--- src/rtl/spi_sram_responder.sv ---
// SPI master that turns single-word memory requests into 48-bit SPI SRAM
// frames (command, 24-bit byte address, 16-bit data) using SPI mode 0.
// Handshake: a request is taken on a rising clk edge where req=1 and
// off_chip_mem_ready=1. Ready stays low until the frame finishes. A read
// returns its word on rd_data together with a one-cycle rd_valid pulse.
module spi_sram_responder #(
  parameter int CLK_DIV = 2
) (
  input  logic        clk,
  input  logic        rst_n,
  input  logic        req,
  input  logic        memory_we,
  input  logic [15:0] address,
  input  logic [15:0] wr_data,
  output logic [15:0] rd_data,
  output logic        rd_valid,
  output logic        off_chip_mem_ready,
  output logic        sclk,
  output logic        cs_n,
  output logic        mosi,
  input  logic        miso
);

  typedef enum logic [2:0] {IDLE, CMD, ADDR, DATA, DONE} state_t;

  localparam logic [7:0] DIV_LAST = 8'(CLK_DIV - 1);

  state_t      state_q, state_d;
  logic        cs_n_q, cs_n_d;
  logic        sclk_q, sclk_d;
  logic        mosi_q, mosi_d;
  logic        ready_q, ready_d;
  logic        we_q, we_d;
  logic        rd_valid_q, rd_valid_d;
  logic [47:0] shift_q, shift_d;
  logic [15:0] rx_q, rx_d;
  logic [15:0] rd_data_q, rd_data_d;
  logic [5:0]  bit_q, bit_d;
  logic [7:0]  div_q, div_d;

  logic active, tick, rise, fall, accept;

  // Frame timing events: a tick ends one SCLK half-period.
  always_comb begin
    active = 1'b0;
    if (state_q == CMD || state_q == ADDR || state_q == DATA) active = !cs_n_q;
    tick   = active && (div_q == DIV_LAST);
    rise   = tick && !sclk_q;
    fall   = tick && sclk_q;
    accept = (state_q == IDLE) && req && ready_q;
  end

  // State register.
  always_ff @(posedge clk or negedge rst_n) begin
    if (!rst_n) state_q <= IDLE;
    else        state_q <= state_d;
  end

  // Next-state logic: phases advance on the falling SCLK edge ending the phase.
  always_comb begin
    state_d = state_q;
    case (state_q)
      IDLE: if (accept) state_d = CMD;
      CMD:  if (fall && bit_q == 6'd7)  state_d = ADDR;
      ADDR: if (fall && bit_q == 6'd31) state_d = DATA;
      DATA: if (fall && bit_q == 6'd47) state_d = DONE;
      DONE: state_d = IDLE;
      default: state_d = IDLE;
    endcase
  end

  // Output/datapath logic: shift out on SCLK fall, sample on SCLK rise.
  always_comb begin
    cs_n_d     = cs_n_q;
    sclk_d     = sclk_q;
    mosi_d     = mosi_q;
    ready_d    = ready_q;
    we_d       = we_q;
    rd_valid_d = 1'b0;
    shift_d    = shift_q;
    rx_d       = rx_q;
    rd_data_d  = rd_data_q;
    bit_d      = bit_q;
    div_d      = div_q;
    case (state_q)
      IDLE: begin
        if (accept) begin
          ready_d = 1'b0;
          we_d    = memory_we;
          shift_d = {(memory_we ? 8'h02 : 8'h03), 7'b0, address, 1'b0,
                     (memory_we ? wr_data : 16'h0000)};
          bit_d   = 6'd0;
          div_d   = 8'd0;
        end
      end
      CMD, ADDR, DATA: begin
        if (cs_n_q) begin
          // First cycle after accept: select the device, present bit 47.
          cs_n_d = 1'b0;
          sclk_d = 1'b0;
          mosi_d = shift_q[47];
          div_d  = 8'd0;
        end else if (tick) begin
          div_d  = 8'd0;
          sclk_d = !sclk_q;
          if (rise) begin
            if (state_q == DATA) rx_d = {rx_q[14:0], miso};
          end else begin
            bit_d   = bit_q + 6'd1;
            shift_d = {shift_q[46:0], 1'b0};
            mosi_d  = (bit_q == 6'd47) ? 1'b0 : shift_q[46];
          end
        end else begin
          div_d = div_q + 8'd1;
        end
      end
      DONE: begin
        cs_n_d  = 1'b1;
        sclk_d  = 1'b0;
        mosi_d  = 1'b0;
        ready_d = 1'b1;
        bit_d   = 6'd0;
        div_d   = 8'd0;
        if (!we_q) begin
          rd_data_d  = rx_q;
          rd_valid_d = 1'b1;
        end
      end
      default: ;
    endcase
  end

  // Datapath registers; reset aborts any frame in flight.
  always_ff @(posedge clk or negedge rst_n) begin
    if (!rst_n) begin
      cs_n_q     <= 1'b1;
      sclk_q     <= 1'b0;
      mosi_q     <= 1'b0;
      ready_q    <= 1'b1;
      we_q       <= 1'b0;
      rd_valid_q <= 1'b0;
      shift_q    <= 48'h0;
      rx_q       <= 16'h0;
      rd_data_q  <= 16'h0;
      bit_q      <= 6'd0;
      div_q      <= 8'd0;
    end else begin
      cs_n_q     <= cs_n_d;
      sclk_q     <= sclk_d;
      mosi_q     <= mosi_d;
      ready_q    <= ready_d;
      we_q       <= we_d;
      rd_valid_q <= rd_valid_d;
      shift_q    <= shift_d;
      rx_q       <= rx_d;
      rd_data_q  <= rd_data_d;
      bit_q      <= bit_d;
      div_q      <= div_d;
    end
  end

  assign cs_n               = cs_n_q;
  assign sclk               = sclk_q;
  assign mosi               = mosi_q;
  assign off_chip_mem_ready = ready_q;
  assign rd_valid           = rd_valid_q;
  assign rd_data            = rd_data_q;

endmodule

--- config.mk ---
export PLATFORM = sky130hd
export DESIGN_NAME = spi_sram_responder
export DESIGN_NICKNAME = d
export VERILOG_FILES = /design/src/rtl/spi_sram_responder.sv
export SDC_FILE = /design/constraint.sdc
export NUM_CORES = 1
export LEC_CHECK = 0
export ABC_AREA = 1
export BUFFER_PORTS_ARGS = -buffer_cell sky130_fd_sc_hd__buf_2
export CELL_PAD_IN_SITES_DETAIL_PLACEMENT = 0
export CELL_PAD_IN_SITES_GLOBAL_PLACEMENT = 2
export CORE_MARGIN = 5
export CORE_UTILIZATION = 32
export CTS_BUF_LIST = sky130_fd_sc_hd__clkbuf_16
export DETAILED_ROUTE_END_ITERATION = 16
export GPL_TIMING_DRIVEN = 0
export HOLD_SLACK_MARGIN = 0.15
export PLACE_DENSITY = 0.77
export SETUP_SLACK_MARGIN = 0.02
export SLEW_MARGIN = 20
export SYNTH_ARGS = -nofsm -noshare
export SYNTH_HDL_FRONTEND = slang
export SYNTH_SLANG_ARGS = --single-unit
--- constraint.sdc ---
create_clock -name clk -period 1.7 [get_ports clk]
set_input_delay 0.085 -clock clk [delete_from_list [all_inputs] [get_ports clk]]
set_output_delay 0.085 -clock clk [all_outputs]
set_load 0.05 [all_outputs]
==> reports/metrics.cfg, run 1 <==
[critical_path]
setup.worst_path.start_class = register
critical_path_required_ns = 1.93
path_cells = inv_2 -> ha_4 -> inv_1 -> nor2_2 -> nand3_2 -> nor2_4 -> nor2_2 -> nor2_4 -> nand2_4 -> buf_4 -> buf_16 -> nand2_1 -> o21ai_0
max_stage_delay_ns = 0.39
regToRegStartpoint = div_q[1]
worst_ep_arrival_time_ns = 2.01
cp-startpoint = div_q[1]
crit_buf_inv = 4
critical_path_cell_count = 13
cpMaxStageDelayCell = sky130_fd_sc_hd__dfrtp_1
setup.worst_path.class = register to register
reg2reg_path_depth = 13
critical_path_peak_fanout = 7
critPathCaptureType = register
timing.critical_path.max_delay_family = simple AND/OR/NAND/NOR gates

[layout]
finalInstanceArea_mm2 = 0.00636
fraction_of_final_layout_cells_sized_beyond_drive_strength_1 = 0.288
num-fill-cells = 1395
fin_cells = 824
layout-area-overhead-vs-synth_pct = 36.8
fin_nets = 675
fin_util = 0.443
antenna_cells_inserted = 0
multi_input_gate_area_mm2 = 0.00201
final-seq-area_mm2 = 0.00258

[sta]
setup_slack_ns = -0.0771
rsz_0062_raised_after_global_routing = true
max-slew-margin-rel = 0.644
setup_total_negative_slack_ns = -2.91
tightestPinTransition_ns = 0.531
hold_ws_ns = 0.224
timing.clock.skew_ns = 0.00890
period_share = 1.05
finalCriticalPeriod_ns = 1.78
setup_viol = 54
report.final.slew_viol_count = 0
report.final.hold_viol_count = 0
fmax_mhz = 563

[drt]
via_count = 3926
route.final.wire_length_um = 11700
drc_errors = 0
drtIter0Drc = 170
vias_per_cell = 4.76
drt-wirelength-per-cell_um = 14.3
final_antenna_net_count = 0
detail_route.first_pass.iterations = 4

[global_routing]
grt-busiest-layer = met2
grt_util_met1 = 0.199
global_route.usage.met3 = 0.0411
number_of_antenna_violations_at_the_first_check_in_global_routing = 0
wire_length_of_the_first_global_routing_pass_um = 19300
global_route.overflow_total = 0
vias_in_the_first_global_route = 3853
track_usage = 0.143
groute.layer.met2.usage = 0.219
grt_max_degree = 59

[placed_design]
port-buffer-count = 57
detailedPlacementHpwl_um = 7770
place_worst_setup_slack_ns = -0.414
dp.cells = 754
postPlaceCellArea_mm2 = 0.00520
globalplace.congestion = 0.767

[synthesis]
async_reset_ff_frac = 1.00
post_synth_most_frequent_cells = sky130_fd_sc_hd__nand2_1, sky130_fd_sc_hd__dfrtp_1, sky130_fd_sc_hd__o21ai_0
syn_inst = 512
synth.cell_area_mm2 = 0.00465
synthMostInstantiatedCell = sky130_fd_sc_hd__nand2_1
yosysWarningCount = 0
synth_cell_types = 38
post-synth-top-area-fraction = 0.544
number_of_flops_mapped_to_enable_cells_by_yosys = 0
yosys.area.top_type = sky130_fd_sc_hd__dfrtp_1
avgSynthCellArea_um2 = 9.08
ys_seq_area_frac = 0.555
netlist_top_cells_area = sky130_fd_sc_hd__dfrtp_1, sky130_fd_sc_hd__nand2_1, sky130_fd_sc_hd__o21ai_0
synth_nets = 552
dominantRegCellSynth = sky130_fd_sc_hd__dfrtp_1
synth-seq-cells = 103

[power]
cellLeakagePower_nw = 2.90
power.density_mw_per_mm2 = 738
fin_total_pwr_mw = 4.69
ir_drop_mv = 0.480

[cts]
clock_sinks = 103
cts_made_buffers = 9
clock_tree.buffer_depth = 2
tritoncts_clock_tree = yes
clk_pin_slew_ns = 0.07
root_buffer = sky130_fd_sc_hd__clkbuf_16
clock_insertion_delay_worst_skew_ns = 0.36
htreeDepth = 3

[die]
fp.dieArea_mm2 = 0.0170
initial_core_util = 0.323
chipWidth_um = 131
fp.dieH_um = 131
io_pins = 58
design.core.area_mm2 = 0.0144
rows = 44

[status]
outcome = finished, violations left
violations = setup timing

[hold_path]
hold_class = input port to asynchronous set/reset pin

[flow_run]
cap_violations = 0

## cells in the final DEF, fill, tap and decap left out, types with 11 or more instances in the layout
cell and instances:
sky130_fd_sc_hd__a22oi_1 15, sky130_fd_sc_hd__buf_2 62, sky130_fd_sc_hd__dfrtp_1 98, sky130_fd_sc_hd__mux2i_1 17, sky130_fd_sc_hd__nand2_2 16, sky130_fd_sc_hd__o21ai_0 27, sky130_fd_sc_hd__buf_4 13, sky130_fd_sc_hd__dlygate4sd3_1 35
sky130_fd_sc_hd__inv_1 36, sky130_fd_sc_hd__o21ai_1 54, sky130_fd_sc_hd__nand3_1 14, sky130_fd_sc_hd__nor2_1 11, sky130_fd_sc_hd__nand2_1 116
## power by group
group	leakage (nW)	switching, mW	total [mW]	internal (mW)
clock network	0.142	0.950	2.08	1.13
logic	1.36	0.0752	0.165	0.0901
registers	1.40	0	2.45	2.45
## worst reg2reg max path: cells and delay by family, from the launching register on
kind            cells  cell delay (ns)
buf+inv             4             0.41
simple gates        7             0.64
fa+ha+maj           1             0.13
flops               1             0.39
compound gates      1             0.07
## path summary, 6_finish.rpt
kind / endpoint / slack [ns]
hold reg to reg: rd_data[15] / 0.47
min in group clk: state_q[2] / 0.25
max in group asynchronous: state_q[0] / 0.81
hold / removal: div_q[3] / 0.22
setup reg to reg: shift_q[40] / -0.08
setup / recovery: shift_q[40] / -0.08
## repair_timing
action,in CTS,in global routing
gates resized for setup,41,91
buffers inserted,9,7
pin swaps,4,7
hold buffers,35,0
setup endpoints to repair,94,97
gates cloned,3,1
endpoints found under the hold margin,136,0
## routing by layer
layer,vias to the layer above,routed length (um)
li1,1951,-
met1,1904,5670
met2,61,5490
met3,10,442
met4,0,141
met5,-,0
## cell families (layout without fill, tap and decap cells)
group	after synthesis	after routing	synth area share
simple gates	202	202	0.191
flops	103	103	0.555
xor+xnor	2	2	0.00377
compound gates	119	119	0.141
fa+ha+maj	3	3	0.00808
buf+inv	66	194	0.0651
mux	17	17	0.0366
## final cells by class
cell class,instances,area share
well taps,184,0.0362
inverters,41,0.0242
clock inverters,7,0.00984
plain buffers,25,0.0350
repair buffers,112,0.138
flip-flops and latches,103,0.406
clock buffers,9,0.0354
multi-input cells,343,0.315
## sequential cells by signal, indices dropped and copies added (netlist names)
register,cells
bit_q,6
cs_n,1
div_q,8
mosi,1
off_chip_mem_ready,1
rd_data,16
rd_valid,1
rx_q,16
sclk,1
shift_q,48
state_q,3
we_q,1
Power figures use the tool's default switching activity.
==> inputs of run 2 (changes only) <==
- CELL_PAD_IN_SITES_DETAIL_PLACEMENT: 0 -> 1
- CELL_PAD_IN_SITES_GLOBAL_PLACEMENT: 2 -> 1
- CORE_UTILIZATION: 32 -> 40
- PLACE_DENSITY: 0.77 -> 0.78
==> run 2 against run 1 <==
Non-clock buffer count up 16. Clock power barely moved. Worst setup slack lost 0.16 ns. Global-route usage up 8.4 points. Die area is 19% lower. Register-to-register slack got worse by 0.16 ns. Design area up 11%. Via count grew 10%. Core utilization is 17 points higher. Largest cell class unchanged. Highest routed layer unchanged. Worst hold slack got worse by 0.00065 ns. The flow still finishes with violations (setup timing). Sequential share of layout area down 4.0 points.
==> reports/metrics.cfg, run 2 (synthesis gave the netlist of run 1 again) <==
[status]
outcome = finished, violations left
violations = setup timing

[drt]
final_antenna_net_count = 0  ; unchanged
detail_route.first_pass.iterations = 4  ; unchanged
drc_errors = 0  ; unchanged
vias_per_cell = 5.43  ; +14%
drtIter0Drc = 183  ; +7.6%
via_count = 4325  ; +10%
route.final.wire_length_um = 16700  ; +42%
drt-wirelength-per-cell_um = 20.9  ; +47%

[placed_design]
globalplace.congestion = 0.817  ; +6.5%
dp.cells = 713  ; -5.4%
port-buffer-count = 57  ; unchanged
detailedPlacementHpwl_um = 8360  ; +7.6%

[sta]
setup_viol = 73  ; +35%
finalCriticalPeriod_ns = 1.94  ; +0.161 ns
tightestPinTransition_ns = 0.517  ; -0.0145 ns
setup_slack_ns = -0.238  ; -0.161 ns
rsz_0062_raised_after_global_routing = true
period_share = 1.14  ; +0.0947
report.final.hold_viol_count = 0  ; unchanged
timing.clock.skew_ns = 0.00877  ; -0.000124 ns
report.final.slew_viol_count = 0  ; unchanged
fmax_mhz = 516  ; -8.3%
max-slew-margin-rel = 0.654  ; +0.00974

[critical_path]
regToRegStartpoint = state_q[1]
critPathCaptureType = register
worst_ep_arrival_time_ns = 2.17  ; +0.16 ns
setup.worst_path.class = register to register
cp-startpoint = state_q[1]
critical_path_peak_fanout = 6  ; -1
setup.worst_path.start_class = register
critical_path_required_ns = 1.93  ; about the same

[hold_path]
hold_class = input port to asynchronous set/reset pin

[power]
ir_drop_mv = 0.693  ; +44%
pwr-share-comb = 0.037  ; +0.002
power.density_mw_per_mm2 = 670  ; -9.2%
cellLeakagePower_nw = 3.19  ; +10%
share_seq_of_total_power = 0.518  ; -0.004
power.clock.fraction = 0.444  ; about the same
netSwitchingPower_mw = 1.05  ; +2.9%
p_int_mw = 3.67  ; about the same
sw_frac_of_total = 0.223  ; +0.00487

[cts]
htreeDepth = 3  ; unchanged
clk_pin_slew_ns = 0.07  ; about the same
cts_made_buffers = 9  ; unchanged
clock_sinks = 103  ; unchanged
clock_insertion_delay_worst_skew_ns = 0.35  ; about the same
clock_tree.buffer_depth = 2  ; unchanged
root_buffer = sky130_fd_sc_hd__clkbuf_16
tritoncts_clock_tree = yes

[die]
fp.dieH_um = 118  ; -9.7%
io_pins = 58  ; unchanged
design.core.area_mm2 = 0.0114  ; -21%
initial_core_util = 0.407  ; +0.0836
rows = 39  ; -11%
fp.dieArea_mm2 = 0.0139  ; -19%
chipWidth_um = 118  ; -9.7%

[global_routing]
track_usage = 0.227  ; +0.0837
global_route.overflow_total = 0  ; unchanged
wire_length_of_the_first_global_routing_pass_um = 25300  ; +31%
number_of_antenna_violations_at_the_first_check_in_global_routing = 0  ; unchanged
vias_in_the_first_global_route = 4930  ; +28%
grt_max_degree = 63  ; +6.8%

[layout]
fin_util = 0.617  ; +0.175
fin_nets = 691  ; +2.4%
registers.top_by_ff_count = shift_q
antenna_cells_inserted = 0  ; unchanged
layout-area-overhead-vs-synth_pct = 51.7
fin_cells = 797  ; -3.3%
largest_register_ff_count = 48  ; unchanged
highest_count_cells_in_the_layout_ignoring_fill_and_taps = sky130_fd_sc_hd__dfrtp_1, sky130_fd_sc_hd__nand2_1, sky130_fd_sc_hd__buf_2, sky130_fd_sc_hd__o21ai_2, sky130_fd_sc_hd__nand2_4
fraction_of_final_layout_cells_sized_beyond_drive_strength_1 = 0.437  ; +0.150
most_frequent_standard_cell_in_the_layout_excluding_fill_and_tap_cells = sky130_fd_sc_hd__dfrtp_1

[flow_run]
cap_violations = 0  ; unchanged

==> run 2: changes by cell type in the layout (fill, tap and decap cells not counted), sizes merged <==
cell,delta
clkbuf,+2
buf,+14
clkinvlp,+1
inv,-1
clkinv,-2
==> run 2: layout make-up <==
type | instances | area, um2
buffer | 24 | 317
clock buffer | 9 | 225
clock inverter | 5 | 58.8
fill | 1227 | 4370
inverter | 41 | 156
multi-input combinational | 343 | 2420
sequential | 103 | 2580
tap | 143 | 179
timing repair buffer | 129 | 1110
==> run 2: timing repair <==
item	4_1_cts	5_1_grt
pin swaps	12	13
hold endpoints to repair	135	0
endpoints found under the setup margin	96	98
hold buffers	35	0
setup buffers	22	5
gates cloned	9	0
resized for setup	162	123
==> run 2: worst max-delay path, cell delays in order (launching register included) <==
cell and delay [ns]:
sky130_fd_sc_hd__dfrtp_2 0.45, sky130_fd_sc_hd__nor2_4 0.20, sky130_fd_sc_hd__buf_12 0.13, sky130_fd_sc_hd__nor2_4 0.04, sky130_fd_sc_hd__buf_8 0.14, sky130_fd_sc_hd__nand2_4 0.07, sky130_fd_sc_hd__nor2_4 0.05, sky130_fd_sc_hd__nor2_4 0.15
sky130_fd_sc_hd__nand2_4 0.12, sky130_fd_sc_hd__buf_16 0.18, sky130_fd_sc_hd__buf_16 0.14, sky130_fd_sc_hd__nand2_2 0.07, sky130_fd_sc_hd__o21ai_2 0.07
==> run 2: metrics by stage <==
| step | setup WS [ns] | TNS [ns] | power [mW] | hold slack, ns | area (um2) |
|---|---|---|---|---|---|
| 6_report | -0.238 | -10.83 | 4.72 | 0.223 | 7050 |
| 5_1_grt | -0.288 | -15.91 | 4.86 | 0.262 | 7050 |
| 4_1_cts | -0.149 | -8.14 | 4.70 | 0.243 | 6620 |
| 3_5_place_dp | -0.439 | -25.44 | 2.60 | 0.0383 | 5150 |
| 3_3_place_gp | -0.597 | -77.77 | 2.59 | 0.350 | 5110 |
| 2_1_floorplan | -0.0439 | -1.67 | 2.50 | -0.211 | 4650 |
==> run 2: layer usage <==
layer,global-route usage,up-vias,part of all wire,routed length [um]
li1,-,1973,-,-
met1,0.252,2209,0.38,6410
met2,0.417,100,0.55,9230
met3,0.0481,43,0.034,568
met4,0.0918,0,0.028,460
met5,0,-,0,0
==> run 2: final timing paths <==
path / end / slack, ns / depth (start not counted)
max: shift_q[13] / -0.24 / 12
min: div_q[2] / 0.22 / 2
max reg2reg: shift_q[13] / -0.24 / 12
min reg2reg: rd_data[15] / 0.47 / 2
max in group asynchronous: off_chip_mem_ready / 0.81 / 3
min in group clk: state_q[2] / 0.31 / 5
==> run 2: power groups by stage <==
stage | Combinational, mW | Clock [mW] | Sequential [mW]
finish | 0.176 | 2.10 | 2.45
global route | 0.194 | 2.22 | 2.45
CTS | 0.168 | 2.09 | 2.45
detailed placement | 0.107 | 0 | 2.50
global placement | 0.0953 | 0 | 2.50
floorplan | 0.00196 | 0 | 2.50
==> inputs of run 3 (changes only) <==
- ABC_AREA: 1 -> default
- CAP_MARGIN: default -> 10
- CORE_UTILIZATION: 40 -> 41
- PLACE_DENSITY: 0.78 -> 0.77
==> run 3 against run 2 <==
The run still ends with setup timing left. Via count shrank 1.2%. Core utilization grew 0.30 points. Flip-flop and latch count is the same. Combinational power grew 3%. Non-clock buffer count grew 26. Clock skew grew 0.0017 ns. Design area grew 1.8%. Clock power grew 4%. Maximum frequency shrank 6.9%. Worst hold slack lost 0.050 ns. Sequential power is essentially flat. Largest cell class unchanged. Register-to-register slack lost 0.14 ns.
==> reports/metrics.cfg, run 3 <==
[status]
outcome = finished, violations left
violations = setup timing

[sta]
fmax_mhz = 481  ; -6.9%
setup_viol = 96  ; +32%
tightestPinTransition_ns = 0.519  ; +0.00254 ns
report.final.slew_viol_count = 0  ; unchanged
setup_total_negative_slack_ns = -23.46  ; -12.63 ns
period_share = 1.22  ; +0.0840
hold_ws_ns = 0.173  ; -0.0503 ns
report.final.hold_viol_count = 0  ; unchanged
rsz_0062_raised_after_global_routing = true
setup_slack_ns = -0.381  ; -0.143 ns
max-slew-margin-rel = 0.654  ; about the same
finalCriticalPeriod_ns = 2.08  ; +0.143 ns
timing.clock.skew_ns = 0.0105  ; +0.00172 ns

[die]
io_pins = 58  ; unchanged
fp.dieH_um = 119  ; +1.1%
rows = 39  ; unchanged
design.core.area_mm2 = 0.0116  ; +1.3%
chipWidth_um = 119  ; +1.1%
fp.dieArea_mm2 = 0.0142  ; +2.3%
initial_core_util = 0.422  ; +0.0151

[layout]
fraction_of_final_layout_cells_sized_beyond_drive_strength_1 = 0.445  ; +0.00732
fin_nets = 649  ; -6.1%
num-fill-cells = 1191  ; -2.9%
largest_register_ff_count = 48  ; unchanged
most_frequent_standard_cell_in_the_layout_excluding_fill_and_tap_cells = sky130_fd_sc_hd__dfrtp_1
final-seq-area_mm2 = 0.00259  ; +0.19%
multi_input_gate_area_mm2 = 0.00248  ; +2.3%
registers.top_by_ff_count = shift_q
finalInstanceArea_mm2 = 0.00718  ; +1.8%
fin_cells = 757  ; -5.0%
antenna_cells_inserted = 0  ; unchanged
fin_util = 0.620  ; +0.00300
highest_count_cells_in_the_layout_ignoring_fill_and_taps = sky130_fd_sc_hd__dfrtp_1, sky130_fd_sc_hd__nand2_1, sky130_fd_sc_hd__buf_2, sky130_fd_sc_hd__dlygate4sd3_1, sky130_fd_sc_hd__buf_4
layout-area-overhead-vs-synth_pct = 47.0

[placed_design]
postPlaceCellArea_mm2 = 0.00546  ; +6.1%
globalplace.congestion = 0.781  ; -4.4%
port-buffer-count = 56  ; -1.8%
detailedPlacementHpwl_um = 8140  ; -2.6%
dp.cells = 652  ; -8.6%
place_worst_setup_slack_ns = -0.578  ; -0.139 ns

[cts]
htreeDepth = 3  ; unchanged
clock_sinks = 103  ; unchanged
root_buffer = sky130_fd_sc_hd__clkbuf_16
tritoncts_clock_tree = yes
clk_pin_slew_ns = 0.08  ; about the same
clock_tree.buffer_depth = 2  ; unchanged
clock_insertion_delay_worst_skew_ns = 0.36  ; about the same
cts_made_buffers = 9  ; unchanged

[synthesis]
synth_cell_types = 47  ; +24%
yosysWarningCount = 0  ; unchanged
synthMostInstantiatedCell = sky130_fd_sc_hd__dfrtp_1
synth.cell_area_mm2 = 0.00488  ; +5.0%
avgSynthCellArea_um2 = 10.8  ; +19%
syn_inst = 452  ; -12%
dominantRegCellSynth = sky130_fd_sc_hd__dfrtp_1
yosys.area.top_type = sky130_fd_sc_hd__dfrtp_1
synth-seq-cells = 103  ; unchanged
ys_seq_area_frac = 0.528  ; -0.0266
async_reset_ff_frac = 1.00  ; unchanged
post-synth-top-area-fraction = 0.518  ; -0.0261
post_synth_most_frequent_cells = sky130_fd_sc_hd__dfrtp_1, sky130_fd_sc_hd__nand2_1, sky130_fd_sc_hd__mux2_2
netlist_top_cells_area = sky130_fd_sc_hd__dfrtp_1, sky130_fd_sc_hd__mux2_2, sky130_fd_sc_hd__nand2_1
synth_nets = 492  ; -11%
number_of_flops_mapped_to_enable_cells_by_yosys = 0  ; unchanged

[power]
ir_drop_mv = 0.453  ; -35%
netSwitchingPower_mw = 1.11  ; +4.8%
share_seq_of_total_power = 0.509  ; -0.009
sw_frac_of_total = 0.230  ; +0.00650
pwr-share-comb = 0.038  ; about the same
cellLeakagePower_nw = 3.54  ; +11%
power.clock.fraction = 0.453  ; +0.009
fin_total_pwr_mw = 4.81  ; +1.9%
p_int_mw = 3.71  ; +1.0%
power.density_mw_per_mm2 = 670  ; about the same

[critical_path]
path_cells = inv_2 -> ha_4 -> nor3b_4 -> nand2_2 -> or4_4 -> clkbuf_16 -> mux2_4
setup.worst_path.class = register to register
cpMaxStageDelayCell = sky130_fd_sc_hd__or4_4
critical_path_required_ns = 1.95  ; +0.02 ns
worst_ep_arrival_time_ns = 2.33  ; +0.16 ns
max_stage_delay_ns = 0.51  ; +0.06 ns
critical_path_peak_fanout = 5  ; -1
setup.worst_path.start_class = register
critPathCaptureType = register

[hold_path]
hold_class = input port to register

[global_routing]
global_route.overflow_total = 0  ; unchanged
wire_length_of_the_first_global_routing_pass_um = 24100  ; -5.0%
grt_max_degree = 82  ; +30%
vias_in_the_first_global_route = 4536  ; -8.0%
number_of_antenna_violations_at_the_first_check_in_global_routing = 0  ; unchanged
track_usage = 0.213  ; -0.0139

[flow_run]
cap_violations = 0  ; unchanged

[drt]
route.final.wire_length_um = 16500  ; -0.86%
via_count = 4275  ; -1.2%
drtIter0Drc = 326  ; +78%
detail_route.first_pass.iterations = 6  ; +2
final_antenna_net_count = 0  ; unchanged
vias_per_cell = 5.65  ; +4.1%
drt-wirelength-per-cell_um = 21.8  ; +4.4%
drc_errors = 0  ; unchanged

==> run 3: changes by cell type after synthesis, moves of 12 or more <==
cell	change
sky130_fd_sc_hd__nand2_1	-65
sky130_fd_sc_hd__mux2_2	+43
sky130_fd_sc_hd__o21ai_1	-42
sky130_fd_sc_hd__o21ai_0	-40
sky130_fd_sc_hd__inv_1	-20
sky130_fd_sc_hd__a31oi_1	+16
sky130_fd_sc_hd__a22oi_1	-15
sky130_fd_sc_hd__a21bo_2	+12
==> run 3: final timing paths <==
check                                    from            endpoint  slack (ns)  cells after the start
max                                  div_q[1]            rx_q[12]       -0.38                      7
min                                wr_data[4]          shift_q[4]        0.17                      4
max reg2reg                          div_q[1]            rx_q[12]       -0.38                      7
min reg2reg                off_chip_mem_ready  off_chip_mem_ready        0.49                      2
max in group asynchronous               rst_n            bit_q[0]        0.35                      4
min in group asynchronous               rst_n            div_q[1]        0.68                      3
==> run 3: per-layer routing <==
layer / vias up / GRT usage / share of wire
met4: 0 / 0.0746 / 0.035
met1: 2205 / 0.249 / 0.39
li1: 1897 / - / -
met2: 124 / 0.384 / 0.54
met3: 49 / 0.0455 / 0.033
met5: - / 0 / 0
==> run 3: what timing repair did <==
| item | 4_1_cts | 5_1_grt |
|---|---|---|
| setup buffers | 33 | 24 |
| hold buffers | 36 | 0 |
| pin swaps | 31 | 22 |
| endpoints found under the setup margin | 100 | 103 |
| resized for setup | 76 | 81 |
| gates cloned | 6 | 1 |
| hold endpoints to repair | 135 | 0 |
==> run 3: power by group through the flow <==
| stage | registers [mW] | logic, mW | clock network, mW |
|---|---|---|---|
| final | 2.45 | 0.182 | 2.18 |
| after global routing | 2.45 | 0.201 | 2.33 |
| after CTS | 2.45 | 0.180 | 2.20 |
| after detailed placement | 2.50 | 0.116 | 0 |
| after global placement | 2.50 | 0.103 | 0 |
| after floorplan | 2.50 | 0.00996 | 0 |
==> run 3: logic make-up after synthesis <==
kind of cell	synth area share
multiplexers	0.161
buffers and inverters	0.0459
AO/OA/AOI/OAI	0.101
adder cells (fa/ha/maj)	0.00769
flip-flops	0.528
AND/OR/NAND/NOR	0.152
XOR/XNOR	0.00359
==> run 3: final cells by class <==
cell class              instances  area share
multi-input cells             300       0.345
repair buffers                155       0.189
clock buffers                   9      0.0314
inverters                      16     0.00872
plain buffers                  24      0.0286
flip-flops and latches        103       0.361
clock inverters                 7      0.0110
well taps                     143      0.0249
==> run 3: worst max-delay path, delay by kind of cell, from the launching register on <==
| family | cells | cell delay, ns |
|---|---|---|
| flip-flops | 1 | 0.41 |
| AND/OR/NAND/NOR | 3 | 0.86 |
| adder cells (fa/ha/maj) | 1 | 0.12 |
| buffers and inverters | 2 | 0.29 |
| multiplexers | 1 | 0.29 |
